### config.mk
export PLATFORM = sky130hd
export DESIGN_NAME = alu_exec_mc_flat
export DESIGN_NICKNAME = d
export VERILOG_FILES = /design/src/rtl/alu_exec_mc_if.sv /design/src/rtl/alu_exec_mc.sv /design/src/flat_wrapper.sv
export SDC_FILE = /design/constraint.sdc
export NUM_CORES = 1
export LEC_CHECK = 0
export BUFFER_PORTS_ARGS = -buffer_cell sky130_fd_sc_hd__buf_2
export CELL_PAD_IN_SITES_DETAIL_PLACEMENT = 1
export CELL_PAD_IN_SITES_GLOBAL_PLACEMENT = 1
export CORE_MARGIN = 2
export CORE_UTILIZATION = 34
export CTS_CLUSTER_SIZE = 20
export DETAILED_ROUTE_END_ITERATION = 7
export PLACE_DENSITY_LB_ADDON = 0.2
export SYNTH_ARGS = -nofsm -noshare
export SYNTH_HDL_FRONTEND = slang
export SYNTH_SLANG_ARGS = --single-unit
### constraint.sdc
create_clock -name clk -period 2.12 [get_ports clk]
set_input_delay 0 -clock clk [delete_from_list [all_inputs] [get_ports clk]]
set_output_delay 0 -clock clk [all_outputs]
set_load 0.02 [all_outputs]
### src/rtl/alu_exec_mc_if.sv
// Request/response bus between the decode stage, the execute unit and the memory/writeback stages.
// A request transfers on the rising edge where in_valid && in_ready, and a result transfers on the edge
// where out_valid && out_ready; the sender holds its payload stable until that edge.
interface alu_exec_mc_if #(
  parameter int WIDTH = 16
);
  logic             in_valid;
  logic             in_ready;
  logic [4:0]       alu_op;
  logic [1:0]       alu_funct;
  logic [WIDTH-1:0] a;
  logic [WIDTH-1:0] b;
  logic             out_valid;
  logic             out_ready;
  logic [WIDTH-1:0] result;
  logic             zero;
  logic             ovf;
  logic             err;

  modport master (
    output in_valid, alu_op, alu_funct, a, b, out_ready,
    input  in_ready, out_valid, result, zero, ovf, err
  );

  modport slave (
    input  in_valid, alu_op, alu_funct, a, b, out_ready,
    output in_ready, out_valid, result, zero, ovf, err
  );
endinterface

### src/rtl/alu_exec_mc.sv
// Execute unit: decodes {alu_op, alu_funct}, registers the ALU result and flags, and runs
// shifts/rotates iteratively one bit per cycle while stalling the upstream stage.
module alu_exec_mc #(
  parameter int WIDTH   = 16,
  parameter int SHAMT_W = 4
) (
  input  logic           clk,
  input  logic           rst,
  alu_exec_mc_if.slave   bus,
  output logic           dbg_state
);
  localparam int MSB = WIDTH - 1;

  typedef enum logic {IDLE = 1'b0, SHIFT = 1'b1} state_t;

  state_t             state;
  logic [WIDTH-1:0]   work;
  logic [SHAMT_W-1:0] cnt;
  logic [1:0]         shift_kind;
  logic               out_valid_q;
  logic [WIDTH-1:0]   result_q;
  logic               zero_q;
  logic               ovf_q;
  logic               err_q;

  logic               accept;
  logic [SHAMT_W-1:0] shamt;
  logic [WIDTH-1:0]   not_a;
  logic [WIDTH-1:0]   alu_res;
  logic               alu_ovf;
  logic               alu_err;
  logic               is_shift;
  logic [WIDTH-1:0]   shift_next;

  assign shamt        = bus.b[SHAMT_W-1:0];
  assign not_a        = ~bus.a;
  assign bus.in_ready = (state == IDLE) && (!out_valid_q || bus.out_ready) && !rst;
  assign accept       = bus.in_valid && bus.in_ready;

  always_comb begin
    alu_res  = '0;
    alu_ovf  = 1'b0;
    alu_err  = 1'b0;
    is_shift = 1'b0;
    casez ({bus.alu_op, bus.alu_funct})
      7'b11000_?? : alu_res = bus.b;
      7'b11011_00,
      7'b01000_?? : begin
        alu_res = bus.a + bus.b;
        alu_ovf = (bus.a[MSB] == bus.b[MSB]) && (alu_res[MSB] != bus.a[MSB]);
      end
      // Subtraction is b - a, formed as b + ~a + 1; overflow looks at the inverted operand.
      7'b11011_01,
      7'b10001_?? : begin
        alu_res = bus.b + not_a + WIDTH'(1);
        alu_ovf = (not_a[MSB] == bus.b[MSB]) && (alu_res[MSB] != bus.b[MSB]);
      end
      7'b11011_10 : alu_res = bus.a ^ bus.b;
      7'b11011_11 : alu_res = bus.a & ~bus.b;
      // A zero shift amount completes immediately with the operand unchanged.
      7'b11010_?? : begin
        alu_res  = bus.a;
        is_shift = 1'b1;
      end
      7'b00000_?? : alu_res = '0;
      default     : alu_err = 1'b1;
    endcase
  end

  always_comb begin
    shift_next = work;
    case (shift_kind)
      2'b00:   shift_next = {work[MSB-1:0], work[MSB]};
      2'b01:   shift_next = {work[MSB-1:0], 1'b0};
      2'b10:   shift_next = {work[0], work[MSB:1]};
      default: shift_next = {1'b0, work[MSB:1]};
    endcase
  end

  always_ff @(posedge clk) begin
    if (rst) begin
      state       <= IDLE;
      work        <= '0;
      cnt         <= '0;
      shift_kind  <= 2'b00;
      out_valid_q <= 1'b0;
      result_q    <= '0;
      zero_q      <= 1'b0;
      ovf_q       <= 1'b0;
      err_q       <= 1'b0;
    end else begin
      case (state)
        IDLE: begin
          if (accept) begin
            if (is_shift && (shamt != '0)) begin
              work        <= bus.a;
              cnt         <= shamt;
              shift_kind  <= bus.alu_funct;
              out_valid_q <= 1'b0;
              state       <= SHIFT;
            end else begin
              out_valid_q <= 1'b1;
              result_q    <= alu_res;
              zero_q      <= (alu_res == '0);
              ovf_q       <= alu_ovf;
              err_q       <= alu_err;
            end
          end else if (out_valid_q && bus.out_ready) begin
            out_valid_q <= 1'b0;
          end
        end
        SHIFT: begin
          work <= shift_next;
          cnt  <= cnt - SHAMT_W'(1);
          if (cnt == SHAMT_W'(1)) begin
            state       <= IDLE;
            out_valid_q <= 1'b1;
            result_q    <= shift_next;
            zero_q      <= (shift_next == '0);
            ovf_q       <= 1'b0;
            err_q       <= 1'b0;
          end
        end
        default: state <= IDLE;
      endcase
    end
  end

  assign bus.out_valid = out_valid_q;
  assign bus.result    = result_q;
  assign bus.zero      = zero_q;
  assign bus.ovf       = ovf_q;
  assign bus.err       = err_q;
  assign dbg_state     = state;
endmodule

### src/flat_wrapper.sv
// flat-port wrapper written by rule: the top's interface ports become plain ports
module alu_exec_mc_flat 
#(
  parameter int WIDTH   = 16,
  parameter int SHAMT_W = 4
)
  (clk, rst, dbg_state, bus_in_valid, bus_alu_op, bus_alu_funct, bus_a, bus_b, bus_out_ready, bus_in_ready, bus_out_valid, bus_result, bus_zero, bus_ovf, bus_err);
  alu_exec_mc_if #(.WIDTH(WIDTH)) bus_i ();
  input  logic clk;
  input  logic rst;
  output logic dbg_state;
  input wire logic [$bits(bus_i.in_valid)-1:0] bus_in_valid;
  input wire logic [$bits(bus_i.alu_op)-1:0] bus_alu_op;
  input wire logic [$bits(bus_i.alu_funct)-1:0] bus_alu_funct;
  input wire logic [$bits(bus_i.a)-1:0] bus_a;
  input wire logic [$bits(bus_i.b)-1:0] bus_b;
  input wire logic [$bits(bus_i.out_ready)-1:0] bus_out_ready;
  output wire logic [$bits(bus_i.in_ready)-1:0] bus_in_ready;
  output wire logic [$bits(bus_i.out_valid)-1:0] bus_out_valid;
  output wire logic [$bits(bus_i.result)-1:0] bus_result;
  output wire logic [$bits(bus_i.zero)-1:0] bus_zero;
  output wire logic [$bits(bus_i.ovf)-1:0] bus_ovf;
  output wire logic [$bits(bus_i.err)-1:0] bus_err;
  assign bus_i.in_valid = bus_in_valid;
  assign bus_i.alu_op = bus_alu_op;
  assign bus_i.alu_funct = bus_alu_funct;
  assign bus_i.a = bus_a;
  assign bus_i.b = bus_b;
  assign bus_i.out_ready = bus_out_ready;
  assign bus_in_ready = bus_i.in_ready;
  assign bus_out_valid = bus_i.out_valid;
  assign bus_result = bus_i.result;
  assign bus_zero = bus_i.zero;
  assign bus_ovf = bus_i.ovf;
  assign bus_err = bus_i.err;
  alu_exec_mc #(.WIDTH(WIDTH), .SHAMT_W(SHAMT_W)) u_core (.clk(clk), .rst(rst), .bus(bus_i), .dbg_state(dbg_state));
endmodule
Yosys cells after proc, flatten, opt, wreduce, memory -nomap -nowiden
Index checks and enable logic that the tools add are counted.

Bitwise logic cells: 5. Add/subtract/negate cells: 4. Mux-type cells: 35. Equality and inequality tests: 20. Reduce and logical (&&, ||, !) cells: 22.

Operator list (count): $pmux W16 S6 (1); $mux W16 (5); $pmux W16 S2 (2); $pmux W16 S3 (1); $add A16 B16 Y16 (2); $logic_not A16 Y1 (2); $not A16 Y16 (2); $eq A7 B7 Y1 const B (4); $mux W1 (17); $add A16 B1 Y16 const B (1); $and A16 B16 Y16 (1); $xor A16 B16 Y16 (1); $eq A5 B5 Y1 const B (3); $pmux W1 S2 (6); $reduce_or A9 Y1 (1); $mux W4 (2); $pmux W4 S2 (1); $logic_and A1 B1 Y1 (7); $ne A2 B2 Y1 const B (3); $reduce_and A3 Y1 (2); $eq A5 B4 Y1 const B (1); $logic_not A5 Y1 (1); $eq A4 B1 Y1 const B (1); $reduce_and A2 Y1 (2); 13 further kinds (17).

Register bits after elaboration: 43. Output and inout port bits: 22.

Longest topological paths before layout
Depth in word-level cells: 9. Gate-level depth with buffers: 12. Depth with buffers taken out: 12.

Worst setup path before layout
OpenSTA, ideal clock, no wires.

Path type: input-to-reg. From: input bus_b[0]. To: register u_core.zero_q (netlist: u_core.bus.zero). Data arrival time: 2.169 ns. Stages on the path: 12. Path slack: -0.106 ns. Buffers on the path: 0. Library setup time: 0.057 ns. Data required time: 2.063 ns. Cells stage by stage: inv_1 -> ha_1 -> fa_1 -> nor2b_1 -> o31a_1 -> o21ai_0 -> o2111ai_1 -> a21oi_1 -> a2111oi_2 -> nor2_1 -> nor4_2 -> a21o_1.

Longest elaborated chain between the ends: 7.

RTL lines: start, declared (line flat_wrapper.sv:16) `input wire logic [$bits(bus_i.b)-1:0] bus_b;`; $add A16 B16 Y16 or $not A16 Y16 (tied branches) (line alu_exec_mc.sv:55, alu_exec_mc.sv:59); $add A16 B1 Y16 or $and A16 B16 Y16 (tied branches) (line alu_exec_mc.sv:55, alu_exec_mc.sv:59); $pmux W16 S6 (line alu_exec_mc.sv:45) `casez ({bus.alu_op, bus.alu_funct})`; $logic_not A16 Y1 (line alu_exec_mc.sv:104) `zero_q <= (alu_res == '0);`; $mux W1 (line alu_exec_mc.sv:95) `if (is_shift && (shamt != '0)) begin`; $mux W1 (line alu_exec_mc.sv:94) `if (accept) begin`; $pmux W1 S2 (line alu_exec_mc.sv:92) `case (state)`; end signal, assigned (line alu_exec_mc.sv:104); end signal, assigned (line alu_exec_mc.sv:119) `zero_q <= (shift_next == '0);`; end, declared (line alu_exec_mc.sv:22) `logic zero_q;`.

Several ways; a longest one is shown, not always the timed one. The select of a mux whose other input is x is not followed. A chain may end at the register's enable or synchronous reset.

Final worst setup path
From: input bus_a[2]. To: register u_core.zero_q (netlist: u_core.bus.zero).

Longest elaborated chain between the ends: 8.

RTL lines: start, declared (line flat_wrapper.sv:15) `input wire logic [$bits(bus_i.a)-1:0] bus_a;`; $not A16 Y16 (line alu_exec_mc.sv:36) `assign not_a = ~bus.a;`; $add A16 B16 Y16 (line alu_exec_mc.sv:55) `alu_res = bus.b + not_a + WIDTH'(1);`; $add A16 B1 Y16 (line alu_exec_mc.sv:55); $pmux W16 S6 * (line alu_exec_mc.sv:45); $logic_not A16 Y1 * (line alu_exec_mc.sv:104); $mux W1 * (line alu_exec_mc.sv:95); $mux W1 * (line alu_exec_mc.sv:94); $pmux W1 S2 * (line alu_exec_mc.sv:92).

Mark *: on every way between the ends. The rest lies on a longest branch, timed or not. The select of a mux whose other input is x is not followed.

==> Implementation_results.wiki <==
{| class="wikitable"
! Metric !! Value
|-
| Outcome || complete, but fails checks
|-
| Failing checks || negative setup slack
|-
| Via count of the first global-routing pass || 6302
|-
| Final setup skew || 0.005684 ns
|-
| Later-pin clock latency in the skew report || 0.29 ns
|-
| HPWL after DPL || 16.98 mm
|-
| Largest net degree at the start of global routing || 45
|-
| Number of H-tree branching levels || 2
|-
| RSZ-0062 raised after global routing || true
|-
| Upper clock frequency limit || 450.2 MHz
|-
| Full die area || 15290 um2
|-
| X dimension of the die || 123.7 um
|-
| Proportion of synthesized flip-flops having asynchronous set or reset || 0%
|-
| Number of cells in the finished layout apart from fillers || 1038
|-
| Number of distinct library cells after synthesis || 89
|-
| Normalized max-slew margin || 51.37%
|-
| Biggest fanout along the worst timing path || 7
|-
| Number of ports placed on the die boundary || 65
|-
| Met2 usage || 51.06%
|-
| Fraction of layout instances using a drive strength above 1 || 41.14%
|-
| Dominant synthesized flop cell || dfxtp_1
|-
| CP Launch Type || input port
|-
| Peak supply drop || 284.0 uV
|-
| Worst hold slack across all endpoints || 0.06749 ns
|-
| Endpoint class of the critical path || flip-flop
|-
| Max Cap Violations || 0
|-
| Max-slew violations || 0
|-
| Top area cells in the synthesized netlist || dfxtp_1 (18%), ha_1 (12%), nor2_1 (5.5%)
|-
| Combinational group share of total power || 44.6%
|-
| Proportion of power drawn by flip-flops and latches || 26.3%
|-
| Standard-cell row count || 43
|-
| Total negative slack for setup checks || -0.2001 ns
|-
| Routed via count || 5973
|-
| Reg clk slew, reported paths || 0.06 ns
|-
| Global placement routability congestion || 0.9181
|-
| Detailed-router iteration count before antenna repair || 5
|-
| Global-route met1 utilization || 36.51%
|-
| Starting density of the core || 34.94%
|-
| Synthesized netlist net count || 734
|-
| Total number of nets in the final design || 949
|-
| Area occupied by multi-input gates || 4099 um2
|-
| First-pass GRT wire length || 34.00 mm
|-
| Portion of the post-synthesis area used by sequential elements || 17.68%
|-
| Root buffer selected by CTS || clkbuf_16
|-
| Total Wirelength || 21.97 mm
|-
| Slew @ Worst Pin || 0.7286 ns
|-
| Worst slack at placement || -0.8668 ns
|-
| Diodes inserted || 0
|-
| Clock period minus final worst setup slack || 2.221 ns
|-
| Minimum setup slack among reg-to-reg paths || 0.08 ns
|-
| Synth-to-Final Area Change || 51.61%
|-
| WL per Instance || 21.16 um
|-
| Synthesized area per cell || 7.583 um2
|-
| Clock Path Buffers || 2
|-
| Combined flip-flop and latch cell area || 860.8 um2
|-
| Net switching power || 0.001108 W
|-
| Critical path start-end classification || input port to flip-flop
|-
| Total leakage power || 3.204 nW
|-
| Yosys top cell area share || 17.68%
|-
| Post-route fraction of the period consumed by the critical path || 104.8%
|-
| Number of flops mapped to enable cells by yosys || 0
|-
| Initial antenna violation count || 0
|-
| Arrival time at the worst endpoint || 2.46 ns
|-
| Initial DRC count || 487
|-
| Synthesized instance count || 642
|-
| Die Y-Extent || 123.7 um
|-
| Count of nets left with antenna violations after detail routing || 0
|-
| Dominant cell type by area after synthesis || dfxtp_1
|-
| PortBufs || 64
|-
| Clock tree from TritonCTS || done
|-
| Number of cells after detailed placement || 1016
|-
| TritonCTS buffer count || 5
|-
| Clock Power Share || 29.1%
|-
| Type of the most critical hold path || input port to flip-flop
|-
| Power density of the placed cells || 431.6 nW/um2
|-
| DRC errors left || 0
|-
| GRT Overall Usage || 28.98%
|-
| Critical path required time || 2.35 ns
|-
| Endpoints failing hold || 0
|-
| Setup-failing EPs final || 3
|-
| Total of flip-flops plus latches after synthesis || 43
|-
| Met3 track utilization from global routing || 3.159%
|-
| Overflow left after global routing || 0
|-
| Smallest setup slack after layout || -0.1012 ns
|-
| Number of filler instances in the final layout || 1695
|-
| Number of buffers inserted by hold repair at cts || 0
|-
| Count of clock tree sinks || 43
|-
| Most heavily used metal layer in global routing || met2
|-
| Number of warning messages in the yosys log || 0
|-
| Cell-internal power || 0.002078 W
|-
| Floorplan Core Area || 13930 um2
|-
| Via density per instance || 5.754
|-
| Sw frac || 34.78%
|-
| Post-Syn Area || 4868 um2
|}
[layout by cell type (no fill, tap or decap), types with 5 or more instances in the layout]
cell and n:
buf_4 175, nor2_1 67, nand2_1 58, buf_2 54, inv_1 45, a21oi_1 43, dfxtp_1 43, ha_1 31
o21ai_0 16, mux2i_1 16, nor3_1 12, a221oi_1 11, ha_4 11, a31oi_1 10, a21o_1 10, buf_6 10
nand3_1 9, a221o_1 9, o211ai_1 9, nand4_1 9, a222oi_1 8, o21a_1 8, o21ai_2 7, nand2b_1 6
o21ai_1 6, and3_1 5, nor2b_1 5, xnor2_1 5, ha_2 5, clkbuf_16 5
[power groups by stage]
stage	registers, W	logic [W]	clock network, W
after global placement	0.000855	0.00114	0
final	0.000838	0.00142	0.000928
after floorplan	0.000875	0.000599	0
after detailed placement	0.000856	0.00117	0
after global routing	0.000840	0.00152	0.000967
after CTS	0.000838	0.00134	0.000936
[worst max-delay path, stage by stage]
cell and delay (ns):
clkbuf_4 0.15, ha_4 0.34, nor3b_2 0.08, or3_1 0.37
a211o_1 0.29, a221o_1 0.30, a21oi_1 0.12, buf_4 0.13
nand4_1 0.17, nor4_2 0.34, a21o_1 0.15
[synthesized netlist by cell type (6+ instances only)]
master / instances
nor2_1: 71
nand2_1: 59
inv_1: 52
a21oi_1: 47
ha_1: 47
dfxtp_1: 43
o21ai_0: 24
mux2i_1: 16
clkbuf_1: 14
a221oi_1: 13
buf_2: 13
nor3_1: 13
a31oi_1: 12
nand3_1: 11
a21o_1: 10
a221o_1: 9
nand4_1: 9
o211ai_1: 9
o21a_1: 9
a222oi_1: 8
nor2b_1: 8
nand2b_1: 6
nor4_1: 6
o21ai_1: 6
or3_1: 6
[what timing repair did]
item / 4_1_cts / 5_1_grt
setup endpoints to repair: 16 / 12
resized for setup: 84 / 30
pin swaps: 39 / 18
setup buffers: 13 / 2
[final cells by class]
cell class | instances | area share, %
inverters | 52 | 2.814
well taps | 180 | 3.051
clock inverters | 2 | 0.4747
repair buffers | 246 | 24.58
multi-input cells | 509 | 55.53
clock buffers | 6 | 1.882
flip-flops and latches | 43 | 11.66
[flip-flops by register name, indices dropped and copies added, names as in the netlist, 2 cells and up]
| name | count |
|---|---|
| u_core.bus.result | 16 |
| u_core.work | 16 |
| u_core.cnt | 4 |
| u_core.shift_kind | 2 |
[layer usage]
metal  share of wire, %  wire [um]  up-vias
li1                   -          -     2810
met1                 44       9655     2945
met2                 49      10740      174
met3                3.8        831       44
met4                3.3        733        0
met5                  0          0        -
[path summary, 6_finish.rpt]
kind | from | to | cells past startpoint
hold reg to reg | u_core.bus.result[6]$_SDFFE_PP0P_ | u_core.bus.result[6]$_SDFFE_PP0P_ | 2
setup reg to reg | u_core.bus.out_valid$_SDFFE_PP0P_ | u_core.bus.zero$_SDFFE_PP0P_ | 8
hold / removal | bus_a[14] | u_core.work[14]$_SDFFE_PP0P_ | 3
setup / recovery | bus_a[2] | u_core.bus.zero$_SDFFE_PP0P_ | 11
[stage by stage]
stage	power [W]	util (%)	cell area (um2)
6_report	0.003186	52.97	7381
5_1_grt	0.003329	52.97	7381
4_1_cts	0.003118	52.00	7246
3_5_place_dp	0.002030	47.20	6578
3_3_place_gp	0.001994	47.20	6578
2_1_floorplan	0.001474	-	4930
[logic make-up after synthesis]
kind of cell	Yosys count	synth area share [%]
simple gates	222	22.75
compound gates	213	33.33
buf+inv	90	8.275
fa+ha+maj	49	12.90
flops	43	17.68
mux	19	3.983
xor+xnor	6	1.079
(Power assumes the default switching activity.)
